<file path="config.mk">
export PLATFORM = sky130hd
export DESIGN_NAME = lvds_tx_link_ctrl
export DESIGN_NICKNAME = d
export VERILOG_FILES = /design/src/rtl/lvds_tx_link_ctrl.sv
export SDC_FILE = /design/constraint.sdc
export NUM_CORES = 1
export LEC_CHECK = 0
export CORE_UTILIZATION = 45
export DETAILED_ROUTE_END_ITERATION = 8
export GPL_TIMING_DRIVEN = 1
export PLACE_DENSITY = 0.71
export SYNTH_ARGS = -nofsm -noshare
export SYNTH_HDL_FRONTEND = slang
export SYNTH_SLANG_ARGS = --single-unit
export TNS_END_PERCENT = 50
</file>
<file path="constraint.sdc">
create_clock -name I_pix_clk -period 5.25 [get_ports I_pix_clk]
set_clock_uncertainty 0.2 [all_clocks]
set_input_delay 1.05 -clock I_pix_clk [delete_from_list [all_inputs] [get_ports I_pix_clk]]
set_output_delay 1.05 -clock I_pix_clk [all_outputs]
set_load 0.01 [all_outputs]
</file>
<file path="src/rtl/lvds_tx_link_ctrl.sv">
`default_nettype none
// +----------------------------------------------------------------------+
// | Module   : lvds_tx_link_ctrl                                          |
// | Brief    : LVDS serializer bring-up sequencer and video timing source.|
// |            Optional colour-bar generator under LVDS_TX_TEST_PATTERN_EN|
// | Revision : 1.0                                                        |
// +----------------------------------------------------------------------+
module lvds_tx_link_ctrl #(
    parameter int H_ACTIVE     = 1024,
    parameter int H_FP         = 24,
    parameter int H_SYNC       = 136,
    parameter int H_BP         = 160,
    parameter int V_ACTIVE     = 768,
    parameter int V_FP         = 3,
    parameter int V_SYNC       = 6,
    parameter int V_BP         = 29,
    parameter bit HS_POL       = 1'b0,
    parameter bit VS_POL       = 1'b0,
    parameter int LOCK_CYCLES  = 1024,
    parameter int BLANK_FRAMES = 2
) (
    input  logic       I_pix_clk,
    input  logic       I_rst,
    input  logic       I_pll_lock,
    input  logic       I_enable,
    input  logic [7:0] I_data_r,
    input  logic [7:0] I_data_g,
    input  logic [7:0] I_data_b,
`ifdef LVDS_TX_TEST_PATTERN_EN
    input  logic       I_pattern_sel,
`endif
    output logic       O_pix_req,
    output logic       O_vs,
    output logic       O_hs,
    output logic       O_de,
    output logic [7:0] O_data_r,
    output logic [7:0] O_data_g,
    output logic [7:0] O_data_b,
    output logic       O_tx_rst,
    output logic       O_link_up
);

    localparam int H_TOTAL = H_ACTIVE + H_FP + H_SYNC + H_BP;
    localparam int V_TOTAL = V_ACTIVE + V_FP + V_SYNC + V_BP;
    localparam int LOCK_W  = (LOCK_CYCLES > 1) ? $clog2(LOCK_CYCLES) : 1;
    localparam int FRAME_W = (BLANK_FRAMES > 1) ? $clog2(BLANK_FRAMES) : 1;

    localparam logic [11:0]        c_h_last     = 12'(H_TOTAL - 1);
    localparam logic [11:0]        c_v_last     = 12'(V_TOTAL - 1);
    localparam logic [11:0]        c_h_active   = 12'(H_ACTIVE);
    localparam logic [11:0]        c_v_active   = 12'(V_ACTIVE);
    localparam logic [11:0]        c_hs_start   = 12'(H_ACTIVE + H_FP);
    localparam logic [11:0]        c_hs_end     = 12'(H_ACTIVE + H_FP + H_SYNC);
    localparam logic [11:0]        c_vs_start   = 12'(V_ACTIVE + V_FP);
    localparam logic [11:0]        c_vs_end     = 12'(V_ACTIVE + V_FP + V_SYNC);
    localparam logic [LOCK_W-1:0]  c_lock_last  = LOCK_W'(LOCK_CYCLES - 1);
    localparam logic [FRAME_W-1:0] c_frame_last = FRAME_W'(BLANK_FRAMES - 1);

    typedef enum logic [1:0] {
        ST_IDLE      = 2'd0,
        ST_LOCK_WAIT = 2'd1,
        ST_BLANK     = 2'd2,
        ST_VIDEO     = 2'd3
    } state_t;

    state_t             r_state;
    logic [11:0]        r_h_cnt;
    logic [11:0]        r_v_cnt;
    logic [LOCK_W-1:0]  r_lock_cnt;
    logic [FRAME_W-1:0] r_frame_cnt;
    logic               r_stop_req;
    logic               r_hs;
    logic               r_vs;
    logic               r_de;
    logic [7:0]         r_data_r;
    logic [7:0]         r_data_g;
    logic [7:0]         r_data_b;
    logic               r_tx_rst;
    logic               r_link_up;

    logic w_running;
    logic w_lock_loss;
    logic w_h_last;
    logic w_frame_wrap;
    logic w_active;
    logic w_active_video;
    logic w_hs_act;
    logic w_vs_act;
    logic w_pix_req;

    assign w_running      = (r_state == ST_BLANK) || (r_state == ST_VIDEO);
    assign w_lock_loss    = w_running && !I_pll_lock;
    assign w_h_last       = (r_h_cnt == c_h_last);
    assign w_frame_wrap   = w_h_last && (r_v_cnt == c_v_last);
    assign w_active       = (r_h_cnt < c_h_active) && (r_v_cnt < c_v_active);
    assign w_hs_act       = (r_h_cnt >= c_hs_start) && (r_h_cnt < c_hs_end);
    assign w_vs_act       = (r_v_cnt >= c_vs_start) && (r_v_cnt < c_vs_end);
    // A lock drop this cycle already cancels the pixel, so no upstream data is consumed.
    assign w_active_video = !I_rst && (r_state == ST_VIDEO) && w_active && !w_lock_loss;

`ifdef LVDS_TX_TEST_PATTERN_EN
    localparam logic [11:0] c_bar_w = 12'(H_ACTIVE / 8);

    logic [11:0] w_bar_quot;
    logic [2:0]  w_bar_idx;

    assign w_bar_quot = r_h_cnt / c_bar_w;
    assign w_bar_idx  = (w_bar_quot >= 12'd7) ? 3'd7 : w_bar_quot[2:0];
    assign w_pix_req  = w_active_video && !I_pattern_sel;
`else
    assign w_pix_req  = w_active_video;
`endif

    always_ff @(posedge I_pix_clk) begin
        if (I_rst) begin
            r_state     <= ST_IDLE;
            r_h_cnt     <= 12'd0;
            r_v_cnt     <= 12'd0;
            r_lock_cnt  <= '0;
            r_frame_cnt <= '0;
            r_stop_req  <= 1'b0;
            r_hs        <= ~HS_POL;
            r_vs        <= ~VS_POL;
            r_de        <= 1'b0;
            r_data_r    <= 8'h00;
            r_data_g    <= 8'h00;
            r_data_b    <= 8'h00;
            r_tx_rst    <= 1'b1;
            r_link_up   <= 1'b0;
        end else begin
            r_hs <= (w_running && w_hs_act) ? HS_POL : ~HS_POL;
            r_vs <= (w_running && w_vs_act) ? VS_POL : ~VS_POL;
            r_de <= w_active_video;
`ifdef LVDS_TX_TEST_PATTERN_EN
            if (w_active_video && I_pattern_sel) begin
                r_data_r <= {8{~w_bar_idx[1]}};
                r_data_g <= {8{~w_bar_idx[2]}};
                r_data_b <= {8{~w_bar_idx[0]}};
            end else
`endif
            if (w_pix_req) begin
                r_data_r <= I_data_r;
                r_data_g <= I_data_g;
                r_data_b <= I_data_b;
            end else begin
                r_data_r <= 8'h00;
                r_data_g <= 8'h00;
                r_data_b <= 8'h00;
            end

            case (r_state)
                ST_IDLE: begin
                    r_h_cnt     <= 12'd0;
                    r_v_cnt     <= 12'd0;
                    r_lock_cnt  <= '0;
                    r_frame_cnt <= '0;
                    r_stop_req  <= 1'b0;
                    r_tx_rst    <= 1'b1;
                    r_link_up   <= 1'b0;
                    if (I_enable) begin
                        r_state <= ST_LOCK_WAIT;
                    end
                end
                ST_LOCK_WAIT: begin
                    r_h_cnt     <= 12'd0;
                    r_v_cnt     <= 12'd0;
                    r_frame_cnt <= '0;
                    r_stop_req  <= 1'b0;
                    r_link_up   <= 1'b0;
                    r_tx_rst    <= 1'b1;
                    if (!I_enable) begin
                        r_state    <= ST_IDLE;
                        r_lock_cnt <= '0;
                    end else if (!I_pll_lock) begin
                        r_lock_cnt <= '0;
                    end else if (r_lock_cnt == c_lock_last) begin
                        r_state    <= ST_BLANK;
                        r_lock_cnt <= '0;
                        r_tx_rst   <= 1'b0;
                    end else begin
                        r_lock_cnt <= r_lock_cnt + 1'b1;
                    end
                end
                ST_BLANK, ST_VIDEO: begin
                    if (w_lock_loss) begin
                        r_state     <= ST_LOCK_WAIT;
                        r_h_cnt     <= 12'd0;
                        r_v_cnt     <= 12'd0;
                        r_lock_cnt  <= '0;
                        r_frame_cnt <= '0;
                        r_stop_req  <= 1'b0;
                        r_tx_rst    <= 1'b1;
                        r_link_up   <= 1'b0;
                    end else begin
                        if (w_h_last) begin
                            r_h_cnt <= 12'd0;
                            r_v_cnt <= (r_v_cnt == c_v_last) ? 12'd0 : r_v_cnt + 12'd1;
                        end else begin
                            r_h_cnt <= r_h_cnt + 12'd1;
                        end
                        // A disable request is remembered so the frame still runs to its end.
                        if (!I_enable) begin
                            r_stop_req <= 1'b1;
                        end
                        if (w_frame_wrap) begin
                            if (r_stop_req || !I_enable) begin
                                r_state     <= ST_IDLE;
                                r_stop_req  <= 1'b0;
                                r_frame_cnt <= '0;
                                r_tx_rst    <= 1'b1;
                                r_link_up   <= 1'b0;
                            end else if (r_state == ST_BLANK) begin
                                if (r_frame_cnt == c_frame_last) begin
                                    r_state     <= ST_VIDEO;
                                    r_frame_cnt <= '0;
                                    r_link_up   <= 1'b1;
                                end else begin
                                    r_frame_cnt <= r_frame_cnt + 1'b1;
                                end
                            end
                        end
                    end
                end
                default: begin
                    r_state <= ST_IDLE;
                end
            endcase
        end
    end

    assign O_pix_req = w_pix_req;
    assign O_hs      = r_hs;
    assign O_vs      = r_vs;
    assign O_de      = r_de;
    assign O_data_r  = r_data_r;
    assign O_data_g  = r_data_g;
    assign O_data_b  = r_data_b;
    assign O_tx_rst  = r_tx_rst;
    assign O_link_up = r_link_up;

endmodule
`default_nettype wire

</file>
# After elaboration in Yosys (flattened, before gate mapping)
# Index checks and enable logic that the tools add are counted.
[word_totals]
reg_bits = 67
inputBits = 28
out_inout_bits = 30
elab_cells = 112
[classes]
addsub = 4
n_lt_le_gt_ge = 6
eq_ne = 15
mux = 48
bitwise_logic = 1
reduce_logical = 24
[ops]
columns = ["operator", "count"]
rows = [
  ["$mux W12", 5],
  ["$pmux W12 S2", 2],
  ["$mux W10", 4],
  ["$pmux W10 S3", 1],
  ["$add A12 B1 Y12 const B", 2],
  ["$lt A12 B10 Y1 const B", 2],
  ["$lt A12 B11 Y1 const B", 2],
  ["$mux W1", 22],
  ["$mux W2", 9],
  ["$ne A3 B3 Y1 const B", 5],
  ["$eq A12 B10 Y1 const B", 1],
  ["$eq A12 B11 Y1 const B", 1],
  ["$ge A12 B10 Y1 const B", 1],
  ["$ge A12 B11 Y1 const B", 1],
  ["$add A10 B1 Y10 const B", 1],
  ["$eq A10 B10 Y1 const B", 1],
  ["$logic_and A1 B1 Y1", 10],
  ["$ne A4 B4 Y1 const B", 2],
  ["$pmux W1 S2", 3],
  ["$pmux W2 S3", 1],
  ["$reduce_and A6 Y1", 1],
  ["$reduce_or A2 Y1", 3],
  ["$eq A2 B2 Y1 const B", 2],
  ["$logic_not A1 Y1", 4],
  ["9 further kinds", 12],
]

# Depth between registers and ports, before layout
[depth]
word_depth = 7
ltp_mapped = 8
ltp_nobuf = 6

# Least setup slack after synthesis
# OpenSTA, ideal clock, no wires.
[synth_path]
path_type = "input-to-output"
startpoint = "input I_pll_lock"
endpoint = "output O_pix_req"
arrival_ps = 1966
required_time_ps = 4000
path_slack_ps = 2034
cell_stages = 5
path_buffers = 2
path_cell_list = "clkbuf_2 > nand2_1 > nor2_2 > and4_1 > buf_2"
[synth_between]
elab_chain_cells = 4
[synth_lines]
columns = ["element", "line", "rtl"]
rows = [
  ["from (decl)", "24", "input logic I_pll_lock,"],
  ["$logic_not A1 Y1", "n/a", ""],
  ["$logic_and A1 B1 Y1", "92", "assign w_lock_loss = w_running && !I_pll_lock;"],
  ["$logic_not A1 Y1", "99", "assign w_active_video = !I_rst && (r_state == ST_VIDEO) && w_active && !w_lock_loss;"],
  ["$logic_and A1 B1 Y1", "99", ""],
  ["to (decl)", "32", "output logic O_pix_req,"],
]
# Every way passes these cells.

# Worst setup path in the final report
# Ends and elaborated chain as after synthesis.

==> flow_metrics.tcl <==
set metrics [dict create \
    run_status "complete, no violations" \
    critical-path-max-stage-delay_ns 0.60 \
    post_layout_nonfiller_instances 444 \
    reg2reg_from "r_h_cnt[0]" \
    critical_path_required_ns 4.00 \
    cts_resized 0 \
    die_area_sq_um 6733 \
    synth.net_count 348 \
    mostFrequentLayoutCell "sky130_fd_sc_hd__dfxtp_1" \
    fp.dieW_um 82.06 \
    syn-mean-instance-area_sq_um 9.156 \
    tightestPinTransition_ns 0.6845 \
    filler_cell_count 530 \
    grt_max_degree 26 \
    layout.cell_area.non_filler_sq_um 3642 \
    start_util_pct 47.58 \
    synthFlopType "sky130_fd_sc_hd__dfxtp_1" \
    final-max-slew-violation-count 0 \
    boundaryPins 58 \
    finalSetupViolations 0 \
    clock_tree_root "sky130_fd_sc_hd__clkbuf_8" \
    post_dp_cell_area_sq_um 3475 \
    via_count_of_the_first_global_routing_pass 2097 \
    post-route-drc-count 0 \
    cts_inserted_buffers 9 \
    setup-tns-final_ns 0 \
    ant_nets 0 \
    cellLeakagePower_uw 0.001291 \
    crit_path_max_fanout 25 \
    detailed_place_hpwl_um 4213 \
    placed_cells 430 \
    clkLatencyLatePin_ns 0.33 \
    period_minus_slack_ns 4.120 \
    antenna_cells_inserted 0 \
    tritoncts "yes" \
    global_route_wire_length_before_repair_um 9549 \
    cts.htree.levels 3 \
    post_synth_edffs 0 \
    worstPathCellList "clkdlybuf4s50_1, nand2_1, nor2_2, and4_1, buf_4, clkdlybuf4s50_1" \
    ys_ff_latch 67 \
    reg2regPathDepth 5 \
    drt-wirelength-per-cell_um 13.41 \
    worst_hold_path.endpoint "r_h_cnt[0]" \
    crit_top_cell "sky130_fd_sc_hd__clkdlybuf4s50_1" \
    fraction_of_registers_with_async_set_reset_pct 0 \
    rsz0062_at_grt "false" \
    power_per_cell_area_nw_per_um2 248.5 \
    globalRouteTotalUtil_pct 18.80 \
    slew_headroom_pct 54.23 \
    rr_endpoint "r_v_cnt[11]" \
    die_height_um 82.06 \
    overflow 0 \
    layout-drive-gt1-share_pct 6.775 \
    timing.hold.worst.start "r_h_cnt[0]" \
    reg2reg_slack_ns 2.77 \
    drt_first_pass_iters 4 \
    synthDistinctLibCells 50 \
    mostFrequentLayoutCells "67 x sky130_fd_sc_hd__dfxtp_1, 57 x sky130_fd_sc_hd__clkdlybuf4s50_1, 29 x sky130_fd_sc_hd__nor2_1, 28 x sky130_fd_sc_hd__and2_1, 21 x sky130_fd_sc_hd__nand2_1" \
    nNetsFinal 399 \
    synthesis.instances 315 \
    cts_max_path_buffers 2 \
    syn2layout_area_growth_pct 26.29 \
    critPathKind "primary input to primary output" \
    area_of_the_core_region_sq_um 6061 \
    numClockSinks 67 \
    setup.worst_path.start_class "primary input" \
    maxClockFrequency_mhz 242.7 \
    drtIter0Drc 162 \
    yosys_warnings 0 \
    cts_setup_buffers 0 \
    final_min_period_over_clock_period_pct 78.48 \
    worst_path_max_delay_cell "sky130_fd_sc_hd__clkdlybuf4s50_1" \
    maxCapViolations 0 \
    avgViaCountPerCell 5.401 \
    placement_rows 28 \
    ir_worst_vdd_mv 0.1239 \
    mappedNetlistArea_sq_um 2884 \
    worst_hold_path_class "flip-flop to flip-flop" \
    cts_hold_repair.buffers 0 \
    hold_violations 0 \
    clk_pin_slew_worst_paths_ns 0.07 \
    depth_of_the_worst_hold_timing_path 1 \
    critPathArrivalTime_ns 2.87 \
    num_vias 2398 \
    routed_wirelength_um 5955 \
    synth.yosys.seq_area_share_pct 46.51 \
    place.port_buffers 57 \
    gp_routability_congestion 0.7990 \
    end_kind "primary output" \
    grt_antenna_before_repair 0 \
    fin_worst_hold_slack_ns 0.2484 \
]
[final cells by class]
type	count	area [sq um]	share of cell area [%]
Clock buffer	12	155.1	4.260
Clock inverter	2	12.51	0.3435
Inverter	5	18.77	0.5153
Multi-Input combinational cell	224	1435	39.40
Sequential cell	67	1341	36.83
Tap cell	75	93.84	2.576
Timing Repair Buffer	59	585.6	16.08
[worst max-delay path: cells and delay by family]
family / cells / cell delay (ns)
and+or+nand+nor: 3 / 0.42
buffers and inverters: 3 / 1.39
[per-layer routing]
layer,share of wire (%),vias to the layer above,wire length (um),global-route usage [%]
met5,0,-,0,0
li1,-,1211,-,-
met3,7.3,12,432,4.444
met4,2.1,0,127,12.28
met1,48,1094,2853,24.34
met2,43,81,2540,27.69
[sequential cells by signal, summed over array words and instances (netlist names)]
| signal | flops |
|---|---|
| r_h_cnt | 12 |
| r_v_cnt | 12 |
| r_lock_cnt | 10 |
| O_data_b | 8 |
| O_data_g | 8 |
| O_data_r | 8 |
| r_state | 2 |
| O_de | 1 |
| O_hs | 1 |
| O_link_up | 1 |
| O_tx_rst | 1 |
| O_vs | 1 |
| r_frame_cnt | 1 |
| r_stop_req | 1 |
[Yosys cell counts (6+ instances only)]
library cell / number / area share, %
sky130_fd_sc_hd__and4_1: 7 / 2.1
sky130_fd_sc_hd__nand2_1: 21 / 2.7
sky130_fd_sc_hd__xnor2_1: 6 / 1.8
sky130_fd_sc_hd__dfxtp_1: 67 / 47
sky130_fd_sc_hd__nor2_1: 29 / 3.8
sky130_fd_sc_hd__nand4_1: 14 / 3.0
sky130_fd_sc_hd__clkbuf_1: 7 / 0.91
sky130_fd_sc_hd__a21oi_1: 9 / 1.6
sky130_fd_sc_hd__and2_1: 28 / 6.1
sky130_fd_sc_hd__xor2_1: 10 / 3.0
sky130_fd_sc_hd__o21ai_0: 9 / 1.6
sky130_fd_sc_hd__buf_2: 9 / 1.6
sky130_fd_sc_hd__and3_1: 7 / 1.5
sky130_fd_sc_hd__mux2i_1: 7 / 2.4
sky130_fd_sc_hd__nand3_1: 14 / 2.4
[stage by stage]
stage | util, % | power, uW | setup WS [ns]
finish | 60.10 | 905.0 | 1.130
global route | 60.10 | 942.6 | 0.9500
CTS | 60.10 | 918.7 | 1.118
detailed placement | 57.33 | 550.2 | 1.114
global placement | 57.33 | 550.5 | 1.138
floorplan | - | 529.4 | 2.034
[cells by family (layout without fill, tap and decap cells)]
family / count (synthesis) / after routing / share of synthesized area (%)
AOI/OAI and AO/OA: 44 / 44 / 10.54
xor gates and xnor gates: 16 / 16 / 4.859
adders and majority gates: 5 / 5 / 2.169
buffers and inverters: 24 / 78 / 3.731
DFF: 67 / 67 / 46.51
muxes: 7 / 7 / 2.430
and+or+nand+nor: 152 / 152 / 29.76
[power breakdown]
group	total, uW	internal, uW	switching (uW)
Clock	366	191	175
Combinational	28.1	20.5	7.62
Sequential	511	509	1.88
[how the worst max path moves through the flow]
stage,from,to
floorplan,I_pll_lock,O_pix_req
global placement,I_pll_lock,O_pix_req
detailed placement,I_pll_lock,O_pix_req
CTS,I_pll_lock,O_pix_req
global route,I_pll_lock,O_pix_req
finish,I_pll_lock,O_pix_req
Note: power is estimated with default switching activity, not from simulation.
